$ cat config.mk
export PLATFORM = sky130hd
export DESIGN_NAME = reg_file
export DESIGN_NICKNAME = d
export VERILOG_FILES = /design/src/rtl/core_pkg.sv /design/src/rtl/reg_word.sv /design/src/rtl/reg_file.sv
export SDC_FILE = /design/constraint.sdc
export NUM_CORES = 2
export LEC_CHECK = 0
export BUFFER_PORTS_ARGS = -buffer_cell sky130_fd_sc_hd__clkbuf_2
export CORE_ASPECT_RATIO = 1.75
export CORE_MARGIN = 8
export CORE_UTILIZATION = 50
export CTS_CLUSTER_SIZE = 16
export DETAILED_ROUTE_END_ITERATION = 16
export PLACE_DENSITY_LB_ADDON = 0.1
export SETUP_SLACK_MARGIN = 0.15
export SLEW_MARGIN = 40
export SYNTH_ARGS = -nofsm -noshare
export SYNTH_HDL_FRONTEND = slang
export SYNTH_SLANG_ARGS = --single-unit
$ cat constraint.sdc
create_clock -name clk -period 79.5 [get_ports clk]
set_input_delay 15.9 -clock clk [delete_from_list [all_inputs] [get_ports clk]]
set_output_delay 15.9 -clock clk [all_outputs]
set_load 0.01 [all_outputs]
$ cat src/rtl/core_pkg.sv
// rtl/core_pkg.sv - shared core widths and types for the architectural register file
package core_pkg;

   localparam int DATA_W   = 64;
   localparam int ADDR_W   = 5;
   localparam int NUM_REGS = 2 ** ADDR_W;
   localparam int ZERO_REG = 31;

   typedef logic [DATA_W-1:0] word_t;
   typedef logic [ADDR_W-1:0] reg_idx_t;

   localparam reg_idx_t ZERO_IDX = reg_idx_t'(ZERO_REG);

endpackage

$ cat src/rtl/reg_word.sv
// rtl/reg_word.sv - one register word with asynchronous active-high clear and load enable
module reg_word
   import core_pkg::*;
(
   input  logic  clk,
   input  logic  reset,
   input  logic  load_en,
   input  word_t d,
   output word_t q
);

   word_t data_q;
   word_t data_d;

   always_comb begin
      data_d = data_q;
      if (load_en) begin
         data_d = d;
      end
   end

   always_ff @(posedge clk or posedge reset) begin
      if (reset) begin
         data_q <= '0;
      end else begin
         data_q <= data_d;
      end
   end

   assign q = data_q;

endmodule

$ cat src/rtl/reg_file.sv
// rtl/reg_file.sv - 32x64 register file, XZR at index 31; REGFILE_BYPASS_EN adds write-through reads
module reg_file
   import core_pkg::*;
(
   input  logic     clk,
   input  logic     reset,
   input  logic     RegWrite,
   input  reg_idx_t WriteReg,
   input  word_t    WriteData,
   input  reg_idx_t ReadReg1,
   input  reg_idx_t ReadReg2,
   output word_t    ReadData1,
   output word_t    ReadData2
);

   logic [NUM_REGS-1:0] en;
   word_t               regs [NUM_REGS];
   word_t               rd1;
   word_t               rd2;

   always_comb begin
      en = '0;
      if (RegWrite && !reset) begin
         en[WriteReg] = 1'b1;
      end
      en[ZERO_REG] = 1'b0;
   end

   // XZR has no storage; its slot is a constant zero.
   for (genvar i = 0; i < NUM_REGS; i++) begin : g_regs
      if (i == ZERO_REG) begin : g_zero
         assign regs[i] = '0;
      end else begin : g_word
         reg_word u_word (
            .clk     (clk),
            .reset   (reset),
            .load_en (en[i]),
            .d       (WriteData),
            .q       (regs[i])
         );
      end
   end

   always_comb begin
      rd1 = regs[ReadReg1];
      rd2 = regs[ReadReg2];
`ifdef REGFILE_BYPASS_EN
      // Same-cycle forwarding of the writeback value resolves WB->ID hazards.
      if (RegWrite && (WriteReg == ReadReg1) && (ReadReg1 != ZERO_IDX)) begin
         rd1 = WriteData;
      end
      if (RegWrite && (WriteReg == ReadReg2) && (ReadReg2 != ZERO_IDX)) begin
         rd2 = WriteData;
      end
`endif
      if (reset) begin
         rd1 = '0;
         rd2 = '0;
      end
   end

   assign ReadData1 = rd1;
   assign ReadData2 = rd2;

endmodule

; ---- Yosys cells after proc, flatten, opt, wreduce, memory -nomap -nowiden
; Index checks and enable logic that the tools add are counted.
[totals]
register_bits = 1984
elab_cells = 51
output_inout_bits = 128
inputBits = 82
[classes]
n_bitwise = 2
n_reduce_logical = 3
n_mux = 11
magnitude_cmp = 4
[op_table]
columns = cell, count
row1 = binary-select mux 64 bit (select 5 bit), 2
row2 = 2-to-1 mux 64 bit, 6
row3 = 2-to-1 mux 31 bit, 1
row4 = >= comparator 6 bit (second input constant), 2
row5 = NOT 5 -> 6 bit, 2
row6 = less-than comparator 5 x 6 -> 1 bit (second input constant), 1
row7 = demux 1 bit (select 5 bit), 1
row8 = >= comparator 5 x 1 -> 1 bit (second input constant), 1
row9 = logical AND 1 bit, 2
row10 = zero test 1 bit, 1
row11 = 2-to-1 mux 1 bit, 1

; ---- Longest topological paths before layout
[depth]
depth_word = 5
ltp_mapped = 9
depth_no_buf = 4

; ---- Cells and area by module
; A second synthesis with hierarchy kept.
[hier_totals]
hier_cells = 7131
hier_area_um2 = 115827.3
[by_module_without_submodules]
columns = module, n_inst, area_per_inst_um2, seq_area_each_um2, cells_each
row1 = reg_word, 31, 2682.6, 1601.5, 136
row2 = reg_file, 1, 32667.6, 0.0, 2915

; ---- Worst setup path after synthesis
; No wires, ideal clock.
[synth_path]
path_kind = in2out
start = in reset
end = out ReadData1[1]
stages = 5
path_buffers = 2
t_arrival_ns = 60.518
required_time_ns = 63.600
path_slack_ns = 3.082
path_cell_list = buf_2 > clkbuf_1 > inv_1 > o31ai_1 > a211oi_1
[synth_between]
elab_chain_len = 1
[synth_rtl]
columns = element, line
row1 = "start, declared", reg_file.sv:6  ; input logic reset,
row2 = 2-to-1 mux 64 bit, reg_file.sv:56  ; if (reset) begin
row3 = "end, declared", reg_file.sv:12  ; output word_t ReadData1,
; Every way passes these cells.

; ---- Worst setup path after layout
[layout_path]
start = in ReadReg1[1]
end = out ReadData1[44]
[layout_between]
elab_chain_len = 5
[layout_rtl]
columns = element, line
row1 = "start, declared", reg_file.sv:10  ; input reg_idx_t ReadReg1,
row2 = NOT 5 -> 6 bit (implied by the code), reg_file.sv:45  ; rd1 = regs[ReadReg1];
row3 = binary-select mux 64 bit (select 5 bit), reg_file.sv:45
row4 = 2-to-1 mux 64 bit (implied by the code) (2 in a row), reg_file.sv:45
row5 = 2-to-1 mux 64 bit, reg_file.sv:56
; Every way passes these cells. The select of a mux whose other input is x is not followed.

==> results.py <==
metrics = {
    "status": {
        "status": "completed",
    },
    "power": {
        "power.density_nw_per_um2": 22.87,
        "p_leak_uw": 0.05219,
        "ir_drop_uv": 20.21,
    },
    "synth": {
        "synth_edf_count": 0,
        "ys.flop_type": "dfrtp_1",
        "async_flop_share": 1.000,
        "synth_cells": 7253,
        "netlist_area_um2": 106900,
        "yosysUniqueCellTypes": 51,
        "avgSynthCellArea_um2": 14.73,
        "synth_top_area_share": 0.4646,
        "synth_fp_nets": 7335,
        "synth-seq-cells": 1984,
        "synth.area.top_cells": "dfrtp_1 (46%), mux2_2 (20%), mux4_2 (15%)",
        "yosysTopAreaCell": "dfrtp_1",
        "yosys_warnings": 0,
        "synth_seq_area_share": 0.4646,
    },
    "layout": {
        "nNetsFinal": 7112,
        "layout_common_cells": "dfrtp_1 (1984), mux2_2 (1939), mux4_2 (728), mux2i_1 (616), clkbuf_16 (203)",
        "area_delta_synth_final_pct": 9.012,
        "mostFrequentLayoutCell": "dfrtp_1",
        "utilization": 0.5476,
        "drive_gt1_frac": 0.4910,
        "largest_reg_flops": 1984,
        "multiInputGateArea_um2": 53250,
        "regArea_um2": 49650,
        "n_fill_cell": 17528,
    },
    "floorplanning": {
        "die-height_um": 627.6,
        "core_um2": 212700,
        "boundaryPins": 210,
        "floorplan.initialDensity": 0.5023,
        "dieWidth_um": 365.5,
        "dieArea_um2": 229400,
        "rows": 224,
    },
    "drt": {
        "dr.pass1.iters": 6,
        "first_iter_violations": 5929,
        "viasPerCell": 6.968,
        "wirelength_um": 365600,
        "vias": 69782,
        "wl_per_cell_um": 36.51,
        "post-route-drc-count": 0,
        "final_antenna_net_count": 0,
    },
    "placed_design": {
        "finalWeightedCongestion": 0.7986,
        "hpwl_um": 204100,
        "place.port_buffers": 209,
    },
    "clocking": {
        "clock-sinks": 1984,
        "ctsResizeCount": 0,
        "cts.clk_slew.worst_paths_ps": 60,
        "htreeDepth": 4,
        "tritoncts": "yes",
        "clockBufferDepth": 4,
        "postCtsHoldBufs": 0,
        "clock_latency_ps": 880,
        "cts_root_buf": "clkbuf_16",
        "postCtsSetupBuffers": 0,
        "cts-buffers-inserted": 200,
    },
    "global_route": {
        "gr-usage-met2": 0.5229,
        "grtUsageMet1": 0.4150,
        "met3_usage": 0.05425,
        "grt_max_degree": 142,
        "antenna_found_initial": 30,
        "grt_pass1_wl_um": 535300,
        "grt_overflow": 0,
        "grt_pass1_vias": 74192,
        "busiest_layer": "met2",
        "track_usage": 0.3169,
    },
    "timing": {
        "period_share": 0.4597,
        "slew_violations": 0,
        "worst_pin_slew_ps": 1039,
        "skew_ps": 0,
        "tns_ps": 0,
        "setup_viol": 0,
        "min_period_ps": 36550,
        "hold_viol_final": 0,
        "rsz0062_at_grt": "no",
        "timing.fmax_mhz": 27.36,
        "max_slew_margin": 0.3023,
    },
    "hold_path": {
        "hold_start": "g_regs[29].g_word.u_word.q[44]",
        "hp-class": "reg -> reg",
    },
    "worst_setup_path": {
        "end_kind": "output port",
        "cp.arrival_ps": 20650,
        "startpoint_type": "input port",
        "critical_path_required_ps": 63600,
        "cp-startpoint": "ReadReg1[1]",
        "crit_fanout": 74,
        "critPathKind": "in -> out",
        "r2r_start": "g_regs[16].g_word.u_word.q[55]",
    },
    "run": {
        "maxCapViolCount": 0,
    },
}
[Yosys cell counts (all sizes together), types with 34 or more instances]
cell type	count
a21oi	53
o211ai	105
buf	428
mux4	728
o221a	34
mux2i	616
o22ai	53
o21ai	75
a221oi	54
dfrtp	1984
a2bb2oi	57
mux2	1984
or2	57
inv	67
clkbuf	389
o221ai	159
a311oi	52
a211oi	73
and2	55
a211o	47
a31oi	54
[per-layer routing]
layer | vias up | wire, um
met5 | - | 226
met4 | 34 | 18130
met3 | 953 | 24740
met2 | 2901 | 177500
met1 | 38142 | 145000
li1 | 27752 | -
[final cells by class]
type                       instances  area share
multi-input combinational       4385      0.4571
sequential                      1984      0.4262
clock buffer                     297     0.05033
tap                             2825     0.03034
timing repair buffer             392     0.02812
clock inverter                    59    0.005521
inverter                          67    0.002288
antenna                            5   0.0001074
[cell families after synthesis]
| kind of cell | Yosys count | synth area share |
|---|---|---|
| DFF | 1984 | 0.4646 |
| buffers and inverters | 884 | 0.04083 |
| AOI/OAI and AO/OA | 854 | 0.06272 |
| muxes | 3328 | 0.4202 |
| and+or+nand+nor | 203 | 0.01164 |
[power by group]
part / internal, uW / switching (uW) / total [uW]
registers: 1140 / 101 / 1250
logic: 248 / 202 / 450
clock network: 551 / 419 / 969
[metrics by stage]
stage	worst slack (ps)	instance area (um^2)	hold WS (ps)	std cells	power [uW]
2_1_floorplan	3082	106900	469.9	7253	1588
3_3_place_gp	42530	109100	490.1	9630	1691
3_5_place_dp	42920	109800	495.4	9648	1712
4_1_cts	42910	116300	509.5	10004	2682
5_1_grt	42770	116500	523.9	10010	2768
6_report	42950	116500	506.4	10014	2665
[path summary, 6_finish.rpt]
check | endpoint | slack [ps] | cells after the start
max | ReadData1[44] | 42950 | 12
min | g_regs[29].g_word.u_word.q[44] | 510 | 1
max reg2reg | g_regs[16].g_word.u_word.q[55] | 78670 | 1
min reg2reg | g_regs[29].g_word.u_word.q[44] | 510 | 1
max in group asynchronous | g_regs[14].g_word.u_word.q[25] | 61590 | 6
min in group asynchronous | g_regs[0].g_word.u_word.q[61] | 15340 | 2
[worst max-delay path, stage by stage]
cell and delay (ps):
buf_8 170, buf_16 280, buf_12 290, buf_12 310, buf_16 470, buf_6 610
buf_4 730, mux4_2 590, a2bb2oi_1 140, a211oi_1 520, a311oi_1 170, clkbuf_2 190
Power figures use the tool's default switching activity.
